<file path="config.mk">
export PLATFORM = sky130hd
export DESIGN_NAME = map_write_arbiter
export DESIGN_NICKNAME = d
export VERILOG_FILES = /design/src/rtl/map_pkg.sv /design/src/rtl/rr_arbiter.sv /design/src/rtl/map_write_arbiter.sv
export SDC_FILE = /design/constraint.sdc
export NUM_CORES = 1
export LEC_CHECK = 0
export BUFFER_PORTS_ARGS = -buffer_cell sky130_fd_sc_hd__buf_2
export CORE_MARGIN = 10
export CORE_UTILIZATION = 56
export DETAILED_ROUTE_END_ITERATION = 16
export GPL_TIMING_DRIVEN = 0
export HOLD_SLACK_MARGIN = 0.12
export PLACE_DENSITY = 0.85
export SLEW_MARGIN = 20
export SYNTH_ARGS = -nofsm -noshare
export SYNTH_HDL_FRONTEND = slang
export SYNTH_SLANG_ARGS = --single-unit
</file>
<file path="constraint.sdc">
create_clock -name clk -period 4.1 [get_ports clk]
set_input_delay 0.205 -clock clk [delete_from_list [all_inputs] [get_ports clk]]
set_output_delay 0.205 -clock clk [all_outputs]
set_load 0.01 [all_outputs]
</file>
<file path="src/rtl/map_pkg.sv">
// Shared constants and FSM state type for the map write arbiter.
package map_pkg;
    localparam int CELLS     = 256;
    localparam int STATE_W   = 5;
    localparam int ADDR_W    = 8;
    localparam int NUM_REQ   = 3;
    localparam int BAND      = 20;
    localparam int NUM_BANDS = 11;

    typedef enum logic [1:0] {
        IDLE = 2'd0,
        INIT = 2'd1,
        RUN  = 2'd2
    } map_state_t;

    function automatic int ptr_width(input int n);
        return (n > 1) ? $clog2(n) : 1;
    endfunction
endpackage

</file>
<file path="src/rtl/rr_arbiter.sv">
// Round-robin selector: grants the first requester at or after the pointer.
module rr_arbiter #(
    parameter int NUM_REQ = map_pkg::NUM_REQ,
    parameter int PTR_W   = map_pkg::ptr_width(map_pkg::NUM_REQ)
) (
    input  logic [NUM_REQ-1:0] req,
    input  logic [PTR_W-1:0]   pointer,
    output logic [NUM_REQ-1:0] grant,
    output logic [PTR_W-1:0]   grant_idx
);
    import map_pkg::*;

    logic found;

    // Outer loop is the distance from the pointer, so the nearest valid request wins.
    always_comb begin
        grant     = '0;
        grant_idx = '0;
        found     = 1'b0;
        for (int i = 0; i < NUM_REQ; i++) begin
            for (int k = 0; k < NUM_REQ; k++) begin
                if (!found && req[k] && (((int'(pointer) + i) % NUM_REQ) == k)) begin
                    grant[k]  = 1'b1;
                    grant_idx = PTR_W'(k);
                    found     = 1'b1;
                end
            end
        end
    end
endmodule

</file>
<file path="src/rtl/map_write_arbiter.sv">
// Map write port arbiter: banded map initialisation followed by round-robin
// arbitration of requester writes, one registered write per cycle.
module map_write_arbiter #(
    parameter int NUM_REQ = map_pkg::NUM_REQ,
    parameter int CELLS   = map_pkg::CELLS,
    parameter int STATE_W = map_pkg::STATE_W,
    parameter int BAND    = map_pkg::BAND
) (
    input  logic                                     clk,
    input  logic                                     reset,
    input  logic                                     init_start,
    output logic                                     init_busy,
    output logic                                     init_done,
    input  logic [NUM_REQ-1:0]                       req_valid,
    input  logic [NUM_REQ-1:0][map_pkg::ADDR_W-1:0]  req_addr,
    input  logic [NUM_REQ-1:0][STATE_W-1:0]          req_data,
    output logic [NUM_REQ-1:0]                       req_ready,
    output logic                                     wr_en,
    output logic [map_pkg::ADDR_W-1:0]               wr_addr,
    output logic [STATE_W-1:0]                       wr_data
);
    import map_pkg::*;

    localparam int PTR_W  = ptr_width(NUM_REQ);
    localparam int BAND_W = (BAND > 1) ? $clog2(BAND) : 1;
    localparam int BIDX_W = $clog2(NUM_BANDS + 1);

    map_state_t         state;
    logic [PTR_W-1:0]   rr_ptr;
    logic [ADDR_W-1:0]  init_addr;
    logic [BAND_W-1:0]  band_cnt;
    logic [BIDX_W-1:0]  band_idx;
    logic [NUM_REQ-1:0] grant;
    logic [PTR_W-1:0]   grant_idx;
    logic [STATE_W-1:0] init_val;

    rr_arbiter #(
        .NUM_REQ(NUM_REQ),
        .PTR_W  (PTR_W)
    ) u_rr (
        .req      (req_valid),
        .pointer  (rr_ptr),
        .grant    (grant),
        .grant_idx(grant_idx)
    );

    // A pending re-initialisation takes priority over any requester in the same cycle.
    assign req_ready = ((state == RUN) && !init_start) ? grant : '0;
    assign init_busy = (state == INIT);
    // band_idx saturates at NUM_BANDS, which marks the zero-filled tail of the map.
    assign init_val  = (band_idx < BIDX_W'(NUM_BANDS)) ? STATE_W'(band_idx) : '0;

    always_ff @(posedge clk or posedge reset) begin
        if (reset) begin
            state     <= IDLE;
            rr_ptr    <= '0;
            init_addr <= '0;
            band_cnt  <= '0;
            band_idx  <= '0;
            wr_en     <= 1'b0;
            wr_addr   <= '0;
            wr_data   <= '0;
            init_done <= 1'b0;
        end else begin
            wr_en     <= 1'b0;
            init_done <= 1'b0;
            case (state)
                IDLE: begin
                    if (init_start) begin
                        state     <= INIT;
                        init_addr <= '0;
                        band_cnt  <= '0;
                        band_idx  <= '0;
                    end
                end
                INIT: begin
                    wr_en     <= 1'b1;
                    wr_addr   <= init_addr;
                    wr_data   <= init_val;
                    init_addr <= init_addr + ADDR_W'(1);
                    if (band_cnt == BAND_W'(BAND - 1)) begin
                        band_cnt <= '0;
                        if (band_idx != BIDX_W'(NUM_BANDS)) begin
                            band_idx <= band_idx + BIDX_W'(1);
                        end
                    end else begin
                        band_cnt <= band_cnt + BAND_W'(1);
                    end
                    if (init_addr == ADDR_W'(CELLS - 1)) begin
                        state     <= RUN;
                        init_done <= 1'b1;
                    end
                end
                RUN: begin
                    if (init_start) begin
                        state     <= INIT;
                        init_addr <= '0;
                        band_cnt  <= '0;
                        band_idx  <= '0;
                    end else if (|req_ready) begin
                        wr_en   <= 1'b1;
                        wr_addr <= req_addr[grant_idx];
                        wr_data <= req_data[grant_idx];
                        rr_ptr  <= (grant_idx == PTR_W'(NUM_REQ - 1)) ? '0 : grant_idx + PTR_W'(1);
                    end
                end
                default: state <= IDLE;
            endcase
        end
    end
endmodule

</file>
## After elaboration in Yosys (flattened, before gate mapping)

Index checks and enable logic that the tools add are counted.

| cells by class | value |
|---|---|
| $add $sub $neg | 6 |
| div/mod/pow operators | 3 |
| magnitude comparators | 2 |
| equality and inequality tests | 18 |
| multiplexer cells | 54 |
| bitwise gates (word level) | 1 |
| reduce and logical (&&, ||, !) cells | 40 |

Operators by type and width:

| kind | count |
|---|---|
| equality test 32 x 2 -> 1 bit, second input constant | 3 |
| equality test 32 x 3 -> 1 bit, second input constant | 3 |
| logical NOT 32 bit | 3 |
| remainder unit 32 x 3 -> 32 bit, second input constant | 2 |
| remainder unit 3 x 3 -> 32 bit, second input constant | 1 |
| 2-to-1 mux 8 bit | 4 |
| case mux 8 bit (2 select lines) | 2 |
| 2-to-1 mux 5 bit | 5 |
| 2-to-1 mux 1 bit | 21 |
| 2-to-1 mux 2 bit | 10 |
| case mux 5 bit (2 select lines) | 2 |
| logical AND 1 bit | 18 |
| binary-select mux 8 bit (select 2 bit) | 1 |
| 2-to-1 mux 4 bit | 4 |
| binary-select mux 5 bit (select 2 bit) | 1 |
| != test 2 x 1 -> 1 bit, second input constant | 5 |
| logical NOT 1 bit | 9 |
| adder 8 x 1 -> 8 bit, second input constant | 1 |
| equality test 8 bit, second input constant | 1 |
| case mux 4 bit (2 select lines) | 1 |
| AND reduction 3 bit | 2 |
| adder 5 x 1 -> 5 bit, second input constant | 1 |
| equality test 5 bit, second input constant | 1 |
| adder 4 x 1 -> 4 bit, second input constant | 1 |
| 19 further kinds | 22 |

| word-level totals | value |
|---|---|
| register bits after elaboration | 36 |
| input bits | 45 |
| output and inout bits | 19 |
| logic and storage cells | 133 |

## Logic depth before layout (Yosys ltp)

| logic depth | value |
|---|---|
| depth after elaboration | 41 |
| gate-level depth with buffers | 8 |
| mapped depth without buffers | 6 |

## By module

Synthesis repeated with hierarchy kept, for this count alone.

| second synthesis, totals | value |
|---|---|
| cell total of the unflattened synthesis | 240 |
| area total of the unflattened synthesis | 2273.4 um2 |

Modules (own cells, without submodules):

| module | times used | cells an instance | area each (um2) |
|---|---|---|---|
| map_write_arbiter | 1 | 223 | 2139.6 |
| rr_arbiter | 1 | 17 | 133.9 |

## Worst setup path after synthesis

OpenSTA, ideal clock, no wires.

| path | value |
|---|---|
| path type | register to register |
| from | reg rr_ptr[0] |
| to | reg wr_data[2] |
| arrival time | 1857 ps |
| data required time | 3967 ps |
| path slack | 2110 ps |
| cell stages (with the launch flop) | 8 |
| buffers on the path | 1 |
| clock period less this slack | 1990 ps |
| cell sequence | dfrtp_1 > inv_1 > ha_1 > o21ba_1 > o2111ai_2 > buf_2 > mux2i_1 > o221ai_2 |

| between the ends | value |
|---|---|
| longest elaborated chain between the ends | 41 |
| elaborated cells between the ends (all ways) | 72 |

RTL lines:

| what | RTL line | RTL |
|---|---|---|
| from (decl) | map_write_arbiter.sv:29 | `logic [PTR_W-1:0] rr_ptr;` |
| from (signal assigned) | map_write_arbiter.sv:104 | `rr_ptr <= (grant_idx == PTR_W'(NUM_REQ - 1)) ? '0 : grant_idx + PTR_W'(1);` |
| branches (longest 41 deep; another with remainder unit 32 x 3 -> 32 bit) | -- |  |
| to (signal assigned) | map_write_arbiter.sv:79 | `wr_data <= init_val;` |
| to (signal assigned) | map_write_arbiter.sv:103 | `wr_data <= req_data[grant_idx];` |
| to (decl) | map_write_arbiter.sv:20 | `output logic [STATE_W-1:0] wr_data` |

Parallel ways; which one is timed is not known. The select of a mux whose other input is x is not followed.
A chain may end at the register's enable or synchronous reset.

## Final worst setup path

| path | value |
|---|---|
| from | reg rr_ptr[0] |
| to | out req_ready[2] |

| between the ends | value |
|---|---|
| longest elaborated chain between the ends | 37 |
| elaborated cells between the ends (all ways) | 51 |

RTL lines:

| what | RTL line | RTL |
|---|---|---|
| branches (longest 35 deep; another with remainder unit 32 x 3 -> 32 bit) | -- |  |
| 2-to-1 mux 1 bit (*) | rr_arbiter.sv:22 | `if (!found && req[k] && (((int'(pointer) + i) % NUM_REQ) == k)) begin` |
| 2-to-1 mux 3 bit (*) | map_write_arbiter.sv:48 | `assign req_ready = ((state == RUN) && !init_start) ? grant : '0;` |
| to (decl) | map_write_arbiter.sv:17 | `output logic [NUM_REQ-1:0] req_ready,` |

Every way passes the cells marked *.

==> out/metrics.csv <==
metric,value,unit
status,finished clean,
drt pass-1 iters,4,
Setup crit end kind,output port,
fin crit share,58.6,%
Fin. Hold Viols,0,
CP Buf/Inv Count,3,
Routed WL,6090,µm
Max Buffers Root-to-Sink,2,
Root Driver,clkbuf_8,
Placed Cells incl. Taps,345,
Initial Util,57.7,%
first-pass GRT wire length,9900,µm
num ports,64,
Clock Sinks,36,
Worst-Margin Slew,0.764,ns
Synth cell types,54,
Mapped Area,0.00229,mm²
total CTS buffers,5,
antenna cells,0,
vias in the first global route,2038,
cell repeated most along the worst path,buf_2,
Relative slew margins,49.0,%
RSZ-0062 raised after global routing,no,
CTS tree,built,
drt first-iter violations,160,
Final Max Slew Viols,0,
Crit path required time,3.89,ns
"CP delay by family, top",buffers and inverters,
Syn Nets,285,
Max-Cap Viols,0,
switching share of power,38.8,%
"Max FO, Critical Path",10,
largest net degree at the start of global routing,37,
"Largest stage delay, worst path",0.37,ns
minimum clock period,2.40,ns
sequential area share after synthesis,39.3,%
antenna violations before repair,0,
Seq cells post-synth,36,
number of port buffers,63,
Power Dens Cells,449,mW/mm²
Sequential Power Share,38.4,%
vias,2054,
Avg WL per Cell,17.2,µm
DIE AREA,0.00705,mm²
Hold Path Origin,req_data[9],
# setup viols final,0,
R2R depth,6,
synth warn,0,
met1 GRT Util,20.4,%
GRT Util Overall,16.8,%
fillers,330,
Clock Power Share,21.4,%
Fmax,417,MHz
flop2flop setup slack,1.82,ns
internal power,0.761,mW
gr busiest metal,met2,
asr flop ratio synth,100,%
cts repair resizes,0,
Final ANT Viol Nets,0,
M2 GR Usage,27.1,%
critical path arrival,2.20,ns
Synth Instances,232,
Area Growth Syn to Fin,20.9,%
RR Endpoint,wr_addr[4],
Pleak,1.33,nW
combinational cell fraction of total power,40.2,%
dpl hpwl,4700,µm
Die Y,83.9,µm
Skew-Pair Late Insertion Delay,0.29,ns
"Worst Path Class, Setup",flop to output port,
layout cells sized above 1,31.6,%
critical path's slowest cell,dfrtp_1,
grt met3 use,5.27,%
vias per cell,5.80,
Worst Hold Class,input port to flop,
Cells on Worst Hold Path,3,
Nets,356,
worst r2r src,rr_ptr[1],
"Clk pin slew, worst setup/hold paths",0.07,ns
Max IR drop VDD,0.298,mV
Post-synth EDFFs,0,
num rows,23,
Hold Path Sink,wr_data[4],
DRC Markers,0,
"Avg Cell Area, Syn",9.87,µm²
crit-path cells,inv_1 -> ha_1 -> o21ba_1 -> o2111ai_2 -> buf_2 -> nor2_1 -> buf_2,
Startpoint Class,flop,
prevailing post-synth register cell,dfrtp_1,
Die Width,83.9,µm
Clock Skew,0.00574,ns
fin cells,354,
core area,0.00397,mm²
sw power,0.483,mW
number of H-tree levels,2,
Setup TNS,0,ns
Routability Congestion,0.856,
total global routing overflow,0,
area by class of cell:
type | instances | area [µm²] | share of cell area (%)
plain buffers | 11 | 68.8 | 2.49
clock buffers | 8 | 90.1 | 3.25
inverters | 8 | 30.0 | 1.08
multi-input cells | 177 | 1290 | 46.6
flip-flops and latches | 36 | 901 | 32.5
well taps | 50 | 62.6 | 2.26
repair buffers | 64 | 325 | 11.8
synthesized netlist by cell type (2+ instances only):
cell / count / area (µm²)
a21oi_1: 8 / 40.0
nand3b_1: 2 / 15.0
and2_1: 3 / 18.8
clkbuf_1: 4 / 15.0
or3_1: 2 / 12.5
o21ai_0: 14 / 70.1
o221ai_1: 2 / 17.5
o31ai_1: 3 / 22.5
nor3_1: 5 / 25.0
mux2i_1: 13 / 130
o21ai_1: 3 / 15.0
a32oi_1: 3 / 26.3
o221ai_2: 10 / 150
dfrtp_1: 36 / 901
nand2_1: 28 / 105
inv_1: 8 / 30.0
buf_2: 4 / 20.0
nand2b_1: 3 / 18.8
nand3_1: 4 / 20.0
o21a_1: 2 / 15.0
nor2b_1: 9 / 56.3
xnor2_1: 4 / 35.0
buf_6: 3 / 33.8
a31oi_1: 10 / 62.6
nor4_1: 2 / 12.5
nor2_1: 10 / 37.5
ha_1: 8 / 100
or3b_1: 2 / 17.5
a22o_1: 2 / 17.5
layout by cell type (no fill, tap or decap), types with 2 or more instances in the layout:
master    count
buf_2        67
dfrtp_1      36
nand2_1      28
o21ai_0      14
mux2i_1      13
nor2_1       10
a31oi_1      10
o221ai_2     10
nor2b_1       9
a21oi_1       8
ha_1          8
inv_1         7
clkbuf_1      6
clkbuf_8      6
nor3_1        5
nand3_1       4
xnor2_1       4
buf_6         3
o21ai_1       3
and2_1        3
nand2b_1      3
o31ai_1       3
a32oi_1       3
o21a_1        2
or3b_1        2
nand3b_1      2
nor4_1        2
o221ai_1      2
a22o_1        2
or3_1         2
how the worst max path moves through the flow:
stage / startpoint / to / slack, ns / cells past startpoint
finish: rr_ptr[0] / req_ready[2] / 1.70 / 7
global route: rr_ptr[0] / req_ready[2] / 1.59 / 7
CTS: rr_ptr[0] / req_ready[2] / 1.68 / 7
detailed placement: rr_ptr[0] / wr_addr[4] / 1.86 / 7
global placement: rr_ptr[0] / wr_data[2] / 1.90 / 7
floorplan: rr_ptr[0] / wr_data[2] / 2.11 / 7
timing repair:
item | CTS | global route
setup buffers | 0 | 0
hold endpoints to repair | 36 | 0
hold buffers | 1 | 0
through the flow:
| step | power (mW) | hold WS, ns | setup WS, ns | area, µm² | utilization, % |
|---|---|---|---|---|---|
| global placement | 0.965 | 0.448 | 1.90 | 2670 | 67.2 |
| CTS | 1.24 | 0.159 | 1.68 | 2770 | 69.7 |
| floorplan | 0.827 | 0.364 | 2.11 | 2290 | - |
| finish | 1.24 | 0.156 | 1.70 | 2770 | 69.7 |
| global route | 1.32 | 0.184 | 1.59 | 2770 | 69.7 |
| detailed placement | 0.980 | 0.385 | 1.86 | 2670 | 67.2 |
worst min-delay path, stage by stage:
cell and delay, ns:
buf_2 0.08, a32oi_1 0.07, o31ai_1 0.06
routing by layer:
layer | part of all wire, % | vias up | wire, µm
li1 | - | 1006 | -
met1 | 43 | 974 | 2640
met2 | 48 | 63 | 2910
met3 | 7.1 | 11 | 430
met4 | 1.7 | 0 | 103
met5 | 0 | - | 0
power by group through the flow:
stage	clock network [mW]	registers [mW]	logic, mW
after floorplan	0	0.484	0.343
after global placement	0	0.479	0.486
after detailed placement	0	0.482	0.498
after CTS	0.266	0.476	0.502
after global routing	0.281	0.490	0.553
final	0.266	0.478	0.500
cells by family after synthesis:
family / after synthesis / share of synthesized area [%]
simple gates: 81 / 18.9
compound gates: 70 / 25.4
flops: 36 / 39.3
buf+inv: 19 / 4.32
mux: 14 / 6.17
fa+ha+maj: 8 / 4.37
xor+xnor: 4 / 1.53
state kept, by name (all words and copies together), names as in the netlist:
signal and flops:
init_addr 8, wr_addr 8, band_cnt 5, wr_data 5
band_idx 4, rr_ptr 2, state 2, init_done 1
wr_en 1
No activity file was read; power rests on OpenSTA's default activity.
